### src/rtl/muldiv_pkg.sv
// Shared definitions for the multi-cycle multiply/divide unit: op encodings,
// FSM state encoding, iteration constants and a small absolute-value helper.
package muldiv_pkg;

    localparam int MD_WIDTH = 32;
    localparam int MD_ITERS = 32;

    localparam logic [1:0] OP_MULT  = 2'b00;
    localparam logic [1:0] OP_MULTU = 2'b01;
    localparam logic [1:0] OP_DIV   = 2'b10;
    localparam logic [1:0] OP_DIVU  = 2'b11;

    typedef enum logic [1:0] {
        IDLE = 2'd0,
        CALC = 2'd1,
        FIX  = 2'd2
    } md_state_e;

    typedef enum logic {
        MODE_MUL = 1'b0,
        MODE_DIV = 1'b1
    } md_mode_e;

    // Magnitude of a two's-complement word; 0x80000000 maps to itself, which
    // is exactly the unsigned magnitude the datapath needs.
    function automatic logic [MD_WIDTH-1:0] md_abs(input logic [MD_WIDTH-1:0] v,
                                                   input logic                is_signed);
        return (is_signed && v[MD_WIDTH-1]) ? (~v + 1'b1) : v;
    endfunction

endpackage

### src/rtl/muldiv_unit_if.sv
// Bundle of register-file operands, control and HI/LO results for muldiv_unit.
interface muldiv_unit_if;
    import muldiv_pkg::*;

    // start is sampled only while busy=0; a start seen while busy=1 is dropped,
    // not queued. done pulses for the single cycle in which HI/LO first show
    // the new result, and busy is already low in that cycle.
    logic                start;
    logic [1:0]          op;
    logic                mt_hi;
    logic                mt_lo;
    logic [MD_WIDTH-1:0] S;
    logic [MD_WIDTH-1:0] T;
    logic                busy;
    logic                done;
    logic [MD_WIDTH-1:0] HI;
    logic [MD_WIDTH-1:0] LO;
    logic [1:0]          dbg_state;

    modport master (
        output start, op, mt_hi, mt_lo, S, T,
        input  busy, done, HI, LO, dbg_state
    );

    modport slave (
        input  start, op, mt_hi, mt_lo, S, T,
        output busy, done, HI, LO, dbg_state
    );

endinterface

### src/rtl/muldiv_step.sv
// One iteration of MSB-first shift-add multiply or restoring shift-subtract
// divide on a 64-bit accumulator.
module muldiv_step
    import muldiv_pkg::*;
(
    input  logic [2*MD_WIDTH-1:0] i_acc,
    input  logic [MD_WIDTH-1:0]   i_operand,
    input  md_mode_e              i_mode,
    input  logic                  i_bit,
    output logic [2*MD_WIDTH-1:0] o_acc
);

    logic [MD_WIDTH:0]   w_rem;
    logic [MD_WIDTH-1:0] w_diff;

    // Divide keeps remainder in the upper half and shifts quotient bits into
    // the lower half; the remainder stays below the divisor, so the 32-bit
    // difference is exact whenever it is used.
    always_comb begin
        o_acc  = '0;
        w_rem  = {i_acc[2*MD_WIDTH-1:MD_WIDTH], i_bit};
        w_diff = w_rem[MD_WIDTH-1:0] - i_operand;
        if (i_mode == MODE_MUL) begin
            o_acc = {i_acc[2*MD_WIDTH-2:0], 1'b0}
                  + (i_bit ? {{MD_WIDTH{1'b0}}, i_operand} : {(2*MD_WIDTH){1'b0}});
        end else if (w_rem >= {1'b0, i_operand}) begin
            o_acc = {w_diff, i_acc[MD_WIDTH-2:0], 1'b1};
        end else begin
            o_acc = {w_rem[MD_WIDTH-1:0], i_acc[MD_WIDTH-2:0], 1'b0};
        end
    end

endmodule

### src/rtl/muldiv_unit.sv
// MIPS HI/LO multiply/divide unit: 32 iterations in CALC, sign fix-up in FIX,
// fixed 33-cycle latency, plus MTHI/MTLO writes while idle.
module muldiv_unit
    import muldiv_pkg::*;
(
    input  logic          clk,
    input  logic          reset,
    muldiv_unit_if.slave  bus
);

    localparam logic [1:0] ST_IDLE = IDLE;
    localparam logic [1:0] ST_CALC = CALC;
    localparam logic [1:0] ST_FIX  = FIX;

    logic [1:0]            r_state;
    logic [4:0]            r_cnt;
    logic [1:0]            r_op;
    logic [2*MD_WIDTH-1:0] r_acc;
    logic [MD_WIDTH-1:0]   r_opnd;
    logic [MD_WIDTH-1:0]   r_shift;
    logic [MD_WIDTH-1:0]   r_s_orig;
    logic                  r_neg_res;
    logic                  r_neg_rem;
    logic                  r_div0;
    logic [MD_WIDTH-1:0]   r_hi;
    logic [MD_WIDTH-1:0]   r_lo;
    logic                  r_done;

    logic                  w_start_signed;
    logic [MD_WIDTH-1:0]   w_abs_s;
    logic [MD_WIDTH-1:0]   w_abs_t;
    md_mode_e              w_mode;
    logic [2*MD_WIDTH-1:0] w_step_acc;
    logic [2*MD_WIDTH-1:0] w_prod_fix;
    logic [MD_WIDTH-1:0]   w_quo_fix;
    logic [MD_WIDTH-1:0]   w_rem_fix;

    assign w_start_signed = ~bus.op[0];
    assign w_abs_s        = md_abs(bus.S, w_start_signed);
    assign w_abs_t        = md_abs(bus.T, w_start_signed);
    assign w_mode         = r_op[1] ? MODE_DIV : MODE_MUL;

    // r_shift feeds one bit per iteration: multiplier bits for multiply,
    // dividend bits for divide, both MSB first.
    muldiv_step u_step (
        .i_acc     (r_acc),
        .i_operand (r_opnd),
        .i_mode    (w_mode),
        .i_bit     (r_shift[MD_WIDTH-1]),
        .o_acc     (w_step_acc)
    );

    assign w_prod_fix = r_neg_res ? (~r_acc + 1'b1) : r_acc;
    assign w_quo_fix  = r_neg_res ? (~r_acc[MD_WIDTH-1:0] + 1'b1) : r_acc[MD_WIDTH-1:0];
    assign w_rem_fix  = r_neg_rem ? (~r_acc[2*MD_WIDTH-1:MD_WIDTH] + 1'b1)
                                  : r_acc[2*MD_WIDTH-1:MD_WIDTH];

    always_ff @(posedge clk) begin
        if (reset) begin
            r_state   <= ST_IDLE;
            r_cnt     <= '0;
            r_op      <= '0;
            r_acc     <= '0;
            r_opnd    <= '0;
            r_shift   <= '0;
            r_s_orig  <= '0;
            r_neg_res <= 1'b0;
            r_neg_rem <= 1'b0;
            r_div0    <= 1'b0;
            r_hi      <= '0;
            r_lo      <= '0;
            r_done    <= 1'b0;
        end else begin
            r_done <= 1'b0;
            case (r_state)
                ST_IDLE: begin
                    if (bus.start) begin
                        r_state   <= ST_CALC;
                        r_op      <= bus.op;
                        r_acc     <= '0;
                        r_cnt     <= '0;
                        r_s_orig  <= bus.S;
                        r_div0    <= bus.op[1] && (bus.T == '0);
                        r_neg_res <= w_start_signed && (bus.S[MD_WIDTH-1] ^ bus.T[MD_WIDTH-1]);
                        r_neg_rem <= w_start_signed && bus.S[MD_WIDTH-1];
                        if (bus.op[1]) begin
                            r_opnd  <= w_abs_t;
                            r_shift <= w_abs_s;
                        end else begin
                            r_opnd  <= w_abs_s;
                            r_shift <= w_abs_t;
                        end
                    end else begin
                        if (bus.mt_hi) r_hi <= bus.S;
                        if (bus.mt_lo) r_lo <= bus.S;
                    end
                end
                ST_CALC: begin
                    r_acc   <= w_step_acc;
                    r_shift <= r_shift << 1;
                    r_cnt   <= r_cnt + 5'd1;
                    if (r_cnt == 5'(MD_ITERS - 1)) r_state <= ST_FIX;
                end
                ST_FIX: begin
                    r_state <= ST_IDLE;
                    r_done  <= 1'b1;
                    if (!r_op[1]) begin
                        {r_hi, r_lo} <= w_prod_fix;
                    end else if (r_div0) begin
                        r_hi <= r_s_orig;
                        r_lo <= '1;
                    end else begin
                        r_hi <= w_rem_fix;
                        r_lo <= w_quo_fix;
                    end
                end
                default: r_state <= ST_IDLE;
            endcase
        end
    end

    assign bus.busy      = (r_state != ST_IDLE);
    assign bus.done      = r_done;
    assign bus.HI        = r_hi;
    assign bus.LO        = r_lo;
    assign bus.dbg_state = r_state;

endmodule
### src/flat_wrapper.sv
// flat-port wrapper written by rule: the top's interface ports become plain ports
module muldiv_unit_flat import muldiv_pkg::*;
  (clk, reset, bus_start, bus_op, bus_mt_hi, bus_mt_lo, bus_S, bus_T, bus_busy, bus_done, bus_HI, bus_LO, bus_dbg_state);
  muldiv_unit_if bus_i ();
  input  logic clk;
  input  logic reset;
  input wire logic [$bits(bus_i.start)-1:0] bus_start;
  input wire logic [$bits(bus_i.op)-1:0] bus_op;
  input wire logic [$bits(bus_i.mt_hi)-1:0] bus_mt_hi;
  input wire logic [$bits(bus_i.mt_lo)-1:0] bus_mt_lo;
  input wire logic [$bits(bus_i.S)-1:0] bus_S;
  input wire logic [$bits(bus_i.T)-1:0] bus_T;
  output wire logic [$bits(bus_i.busy)-1:0] bus_busy;
  output wire logic [$bits(bus_i.done)-1:0] bus_done;
  output wire logic [$bits(bus_i.HI)-1:0] bus_HI;
  output wire logic [$bits(bus_i.LO)-1:0] bus_LO;
  output wire logic [$bits(bus_i.dbg_state)-1:0] bus_dbg_state;
  assign bus_i.start = bus_start;
  assign bus_i.op = bus_op;
  assign bus_i.mt_hi = bus_mt_hi;
  assign bus_i.mt_lo = bus_mt_lo;
  assign bus_i.S = bus_S;
  assign bus_i.T = bus_T;
  assign bus_busy = bus_i.busy;
  assign bus_done = bus_i.done;
  assign bus_HI = bus_i.HI;
  assign bus_LO = bus_i.LO;
  assign bus_dbg_state = bus_i.dbg_state;
  muldiv_unit u_core (.clk(clk), .reset(reset), .bus(bus_i));
endmodule
### config.mk
export PLATFORM = sky130hd
export DESIGN_NAME = muldiv_unit_flat
export DESIGN_NICKNAME = d
export VERILOG_FILES = /design/src/rtl/muldiv_pkg.sv /design/src/rtl/muldiv_unit_if.sv /design/src/rtl/muldiv_step.sv /design/src/rtl/muldiv_unit.sv /design/src/flat_wrapper.sv
export SDC_FILE = /design/constraint.sdc
export NUM_CORES = 1
export LEC_CHECK = 0
export ABC_AREA = 1
export CORE_UTILIZATION = 45
export CTS_CLUSTER_DIAMETER = 40
export DETAILED_ROUTE_END_ITERATION = 12
export GPL_TIMING_DRIVEN = 0
export SLEW_MARGIN = 10
export SYNTH_ARGS = -nofsm -noshare
export SYNTH_HDL_FRONTEND = slang
export SYNTH_SLANG_ARGS = --single-unit
### constraint.sdc
create_clock -name clk -period 5.3 [get_ports clk]
set_input_delay 1.06 -clock clk [delete_from_list [all_inputs] [get_ports clk]]
set_output_delay 1.06 -clock clk [all_outputs]
set_load 0.01 [all_outputs]
==> results.cfg, run 1 <==
[clock_tree]
hold_buffers = 0
h-tree-depth = 2
cts_setup_buffers = 0
cts-resized-gates = 0
numCtsBuffers = 43
cts.sinks = 236
clockBufferDepth = 3
clock_latency_ns = 0.59
root_buffer = clkbuf_16
cts_tree = yes
path_clk_slew_ns = 0.06

[sta]
grt_setup_unrepaired = false
max_slew_margin_pct = 18.11
hold_violations = 0
skew_ns = 0.03007
setup_tns_ns = 0
fin_crit_ns = 3.850
finalCritPeriodShare_pct = 72.65
slew_violations = 0
worst_pin_slew_ns = 1.224
final-setup-viol-count = 0
clock.fmax_ghz = 0.2597

[routing]
drt-met1-wl_mm = 43.93
wl_met3_mm = 12.43
wl_mm = 111.3
maxUsedRoutingLayer = met4
antenna_left = 0
vias_per_cell = 5.685
num_vias = 27940
dr.pass1.iters = 7
met2_length_mm = 46.80
drtIter0Drc = 3084
drc = 0
wire_per_inst_um = 22.64

[worst_setup_path]
end_kind = flip-flop
crit_fanout = 10
crit_end = u_core.r_acc[41]
cpMostUsedCell = nand3_1
critPathLaunch = u_core.r_shift[31]
cp.arrival_ns = 4.29
rrSetupSlack_ns = 1.45
critPathKind = reg2reg
startpoint_type = flip-flop
reg2reg_from = u_core.r_shift[31]
cpMaxStageDelayCell = clkbuf_1
r2r-end = u_core.r_acc[41]
r2r_cells = 17
cp_cell_sequence = clkbuf_1 > clkbuf_1 > nand2_1 > inv_1 > ha_1 > fa_1 > nand2_1 > nand3_1 > nand3_1 > nand2_1 > nand2_1 > nand3_1 > nand2_1 > nand3_1 > nand3_1 > nand3_1 > a21oi_1
cp_slowest_stage_delay_ns = 0.43
crit_required_ns = 5.74

[yosys]
syn_nets = 4185
ys.flop_type = dfxtp_1
synth_compound_area_share_pct = 15.98
netlist_instances = 4041
synth_top_family_by_area = simple AND/OR/NAND/NOR gates
synthSimpleGateAreaFrac_pct = 41.12
synth-seq-area-share_pct = 21.32
yosysUniqueCellTypes = 50
yosys.area_share.xor_xnor_pct = 3.992
avgSynthCellArea_um2 = 5.484
synth-edff-count = 0
synthAdderAreaFrac_pct = 4.189
async_flop_share_pct = 0
synth_mux_area_share_pct = 0
syn_area_mm2 = 0.02216
synth-seq-cells = 236
synth_warnings = 0

[global_route]
grt_overflow = 0
grt_usage_pct = 43.28
grt_max_degree = 14
grt_pass1_wl_mm = 160.0
first_global_vias = 25560
antenna_found_initial = 2

[outcome]
outcome = completed

[die]
rows = 80
core-area_mm2 = 0.04815
die_area_mm2 = 0.05014
fp.dieW_um = 223.9
die_h_um = 223.9
initial_core_util_pct = 46.03
num_io_pins = 139

[place]
portBuffers = 137
globalplace.congestion = 1.082
place_hpwl_mm = 91.12
dp.cells = 4834

[worst_hold_path]
hold_class = reg2reg

[power_and_ir_drop]
ir_drop_uv = 238.3
power.total_uw = 7055
p_leak_uw = 0.01295
powerDensity_mw_per_mm2 = 273.3

[layout]
seqCellArea_mm2 = 0.004725
multi_input_area_mm2 = 0.01447
area_delta_synth_final_pct = 16.48
fin_cells = 4915
drive_gt1_share_pct = 3.617
fillers = 5358
nets = 4367

[run]
maxCapViolations = 0
## synth_stat cells (16+ instances only)
| library cell | count | area (µm²) |
|---|---|---|
| nand2_1 | 1285 | 4823 |
| inv_1 | 581 | 2181 |
| nor2_1 | 425 | 1595 |
| nand3_1 | 334 | 1672 |
| a21oi_1 | 284 | 1421 |
| dfxtp_1 | 236 | 4725 |
| o21ai_0 | 234 | 1171 |
| clkbuf_1 | 123 | 461.7 |
| xor2_1 | 74 | 648.1 |
| ha_1 | 71 | 888.4 |
| nand4_1 | 51 | 319.1 |
| o211ai_1 | 46 | 345.3 |
| nor3_1 | 44 | 220.2 |
| a22oi_1 | 36 | 270.3 |
| buf_1 | 30 | 112.6 |
| xnor2_1 | 27 | 236.5 |
| buf_2 | 26 | 130.1 |
| o21ai_1 | 16 | 80.08 |
## cells by family after synthesis
kind of cell | after synthesis
buffers and inverters | 774
AOI/OAI and AO/OA | 650
DFF | 236
and+or+nand+nor | 2207
adders and majority gates | 73
xor gates and xnor gates | 101
## worst max-delay path, delay by kind of cell, from the launching register on
family          cells  cell delay, ns
compound gates      1            0.08
fa+ha+maj           2            0.68
buf+inv             3            0.96
flops               1            0.33
simple gates       11            1.66
## cell type report
type | instances | area share [%]
inverter | 592 | 8.609
clock inverter | 35 | 1.411
sequential | 236 | 18.30
buffer | 182 | 2.889
multi-input combinational | 3031 | 56.05
timing repair buffer | 137 | 5.313
clock buffer | 45 | 4.237
tap | 656 | 3.180
antenna | 1 | 0.009695
## routing by layer
layer	vias up	GRT usage (%)
met1	12740	54.39
met3	378	10.30
met4	0	28.63
met2	1591	65.80
met5	-	0
li1	13240	-
## cells in the final DEF, fill, tap and decap left out, types with 5 or more instances in the layout
master and count:
a21oi_1 284, a22oi_1 36, a31oi_1 9, buf_1 30, buf_2 26, clkbuf_1 124, clkbuf_16 43, clkdlybuf4s50_1 137
clkinv_2 5, clkinv_4 8, dfxtp_1 236, ha_1 71, inv_1 581, inv_2 9, inv_6 10, nand2_1 1285
nand2_2 6, nand3_1 334, nand3b_1 15, nand4_1 51, nor2_1 425, nor2_2 12, nor3_1 44, nor4_1 5
o211ai_1 46, o21ai_0 234, o21ai_1 16, o221ai_1 6, or2_2 10, xnor2_1 27, xor2_1 74
## through the flow
step | hold slack (ns) | instance area (µm²) | util [%] | setup slack (ns)
floorplan | 0.4297 | 22160 | - | 2.739
global placement | 0.4421 | 24350 | 50.58 | 1.530
detailed placement | 0.4498 | 24350 | 50.58 | 1.545
CTS | 0.4573 | 25810 | 53.61 | 1.611
global route | 0.4830 | 25810 | 53.61 | 1.235
finish | 0.4641 | 25810 | 53.61 | 1.450
## state kept, by name, summed over array words and instances, names as in the netlist
signal,count
u_core.r_neg_rem,1
u_core.r_op,1
u_core.bus.LO,32
u_core.r_div0,1
u_core.r_acc,64
u_core.bus.HI,32
u_core.r_opnd,32
u_core.bus.dbg_state,2
u_core.r_cnt,5
u_core.r_shift,32
u_core.r_neg_res,1
u_core.bus.done,1
u_core.r_s_orig,32
## how the worst min path moves through the flow
stage                                    from                  end  slack (ns)  cells after the start
after floorplan           u_core.r_s_orig[21]  u_core.r_s_orig[21]        0.43                      2
after global placement    u_core.r_s_orig[31]  u_core.r_s_orig[31]        0.44                      2
after detailed placement  u_core.r_s_orig[31]  u_core.r_s_orig[31]        0.45                      2
after CTS                 u_core.r_s_orig[31]  u_core.r_s_orig[31]        0.46                      2
after global routing      u_core.r_s_orig[31]  u_core.r_s_orig[31]        0.48                      2
final                     u_core.r_s_orig[31]  u_core.r_s_orig[31]        0.46                      2
## power breakdown
group / switching, µW / internal [µW]
logic: 1580 / 683
registers: 104 / 1880
clock network: 1140 / 1660
No activity file was read; power rests on OpenSTA's default activity.
==> run 2: changes to the inputs <==
PLACE_DENSITY = 0.66   (was default)
clock period = 3.1 ns   (was 5.3 ns; I/O delays follow)
==> run 2 against run 1 <==
  * First-iteration DRC count increased by 15%
  * Clock power increased by 82%
  * Sequential power increased by 71%
  * Worst setup slack got worse by 1.4 ns
  * Critical path depth decreased by 4
  * Global-route usage increased by 0.24 points
  * Sequential share of layout area decreased by 0.26 points
  * Non-clock buffer count unchanged
  * Die area unchanged
  * Register-to-register slack got worse by 1.4 ns
  * Combinational power increased by 72%
==> results.cfg, run 2 (synthesized netlist as in run 1, its figures left out) <==
[outcome]
outcome = completed

[worst_setup_path]
startpoint_type = flip-flop
crit_fanout = 9
cp_slowest_stage_delay_ns = 0.38
cpMaxStageDelayCell = dfxtp_1
end_kind = flip-flop
cp_cell_sequence = clkbuf_2 > inv_1 > ha_1 > nand2_1 > inv_1 > nand2_1 > o21ai_0 > xor2_1 > nand2_1 > o211ai_1 > o21ai_0 > nand2_1 > a21oi_1
crit_required_ns = 3.57
critPathKind = reg2reg
cpMostUsedCell = nand2_1
cp.arrival_ns = 3.56

[clock_tree]
path_clk_slew_ns = 0.06
cts_tree = yes
h-tree-depth = 2
clock_latency_ns = 0.58
root_buffer = clkbuf_16
numCtsBuffers = 42
clockBufferDepth = 3
cts.sinks = 236
hold_buffers = 0

[power_and_ir_drop]
power.switching_uw = 4755
seqPwrFrac_pct = 27.5
p_int_uw = 7643
pwr-share-comb_pct = 31.4
p_clk_share_pct = 41.1
ir_drop_uv = 297.4
powerDensity_mw_per_mm2 = 473.6
p_leak_uw = 0.01310
switching_share_pct = 38.35

[routing]
vias_per_cell = 5.673
drtIter0Drc = 3555
wire_per_inst_um = 22.60
num_vias = 27880
wl_mm = 111.1
drc = 0
dr.pass1.iters = 9
antenna_left = 0

[layout]
nets = 4366
layout_common_cells = 1254 x nand2_1, 581 x inv_1, 407 x nor2_1, 323 x nand3_1, 280 x a21oi_1
largest_reg_flops = 64
final_common_cell = nand2_1
final_area_mm2 = 0.02618
drive_gt1_share_pct = 5.357
area_delta_synth_final_pct = 18.14
regMostFlops = u_core.r_acc

[global_route]
grt_usage_pct = 43.51
first_global_vias = 25590
antenna_found_initial = 4
grt_max_degree = 12
grt_pass1_wl_mm = 160.6
grt_overflow = 0

[place]
pre_cts_slack_ns = -0.5416
place_hpwl_mm = 91.24
globalplace.congestion = 1.118
portBuffers = 137
dpl_cell_area_mm2 = 0.02435

[sta]
grt_setup_unrepaired = false
clock.fmax_ghz = 0.3238
fin_crit_ns = 3.089
fin_ws_ns = 0.01122
worst_pin_slew_ns = 1.315
final-setup-viol-count = 0
setup_tns_ns = 0
hold_violations = 0
max_slew_margin_pct = 12.36
finalCritPeriodShare_pct = 99.64
slew_violations = 0
skew_ns = 0.03723

[die]
die_h_um = 223.9
die_area_mm2 = 0.05014
num_io_pins = 139
core-area_mm2 = 0.04815
rows = 80
fp.dieW_um = 223.9
initial_core_util_pct = 46.03

[worst_hold_path]
hold_class = reg2reg

[run]
maxCapViolations = 0
-- run 2: per-stage QoR --
stage               utilization (%)  power [µW]  hold WS, ns  cells
floorplan                         -        5761       0.4297   4041
global placement              50.58        7167       0.4562   4834
detailed placement            50.58        7164       0.4627   4834
CTS                           53.88       12210       0.4700   4912
global route                  54.36       12840       0.4949   4912
finish                        54.37       12400       0.4717   4914
-- run 2: cell type report --
cell class	count	area, µm²
Fill cell	5246	21970
Multi-Input combinational cell	3031	14730
Sequential cell	236	4725
Inverter	592	2222
Timing Repair Buffer	137	1371
Clock buffer	49	1129
Tap cell	656	820.8
Buffer	182	773.2
Clock inverter	29	407.9
Antenna cell	2	5.005
-- run 2: path summary, 6_finish.rpt --
check | slack (ns) | endpoint | cells after the start | start
max | 0.01 | u_core.bus.HI[10] | 13 | u_core.r_acc[33]
max reg2reg | 0.01 | u_core.bus.HI[10] | 13 | u_core.r_acc[33]
min reg2reg | 0.47 | u_core.r_cnt[3] | 2 | u_core.r_cnt[3]
min | 0.47 | u_core.r_cnt[3] | 2 | u_core.r_cnt[3]
-- run 2: critical path, delay by kind of cell, from the launching register on --
family | cells | cell delay [ns]
and+or+nand+nor | 4 | 0.56
xor gates and xnor gates | 1 | 0.25
adders and majority gates | 1 | 0.33
DFF | 1 | 0.38
AOI/OAI and AO/OA | 4 | 0.81
buffers and inverters | 3 | 0.66
-- run 2: timing repair --
item | in CTS | in global routing
gates resized for setup | 19 | 80
setup endpoints to repair | 54 | 42
setup buffers | 0 | 0
-- run 2: power by group through the flow --
stage	clock, µW	combinational, µW	sequential [µW]
after global placement	0	3720	3450
after global routing	5220	4210	3410
after detailed placement	0	3720	3450
after floorplan	0	2370	3390
final	5100	3900	3400
after CTS	5080	3740	3390
-- run 2: per-layer routing --
metal  share of wire (%)  track usage (%)  up-vias
li1                    -                -    13210
met1                  40            55.53    12730
met2                  42            65.92     1561
met3                  11            9.929      370
met4                 7.3            27.73        6
met5                0.10                0        -
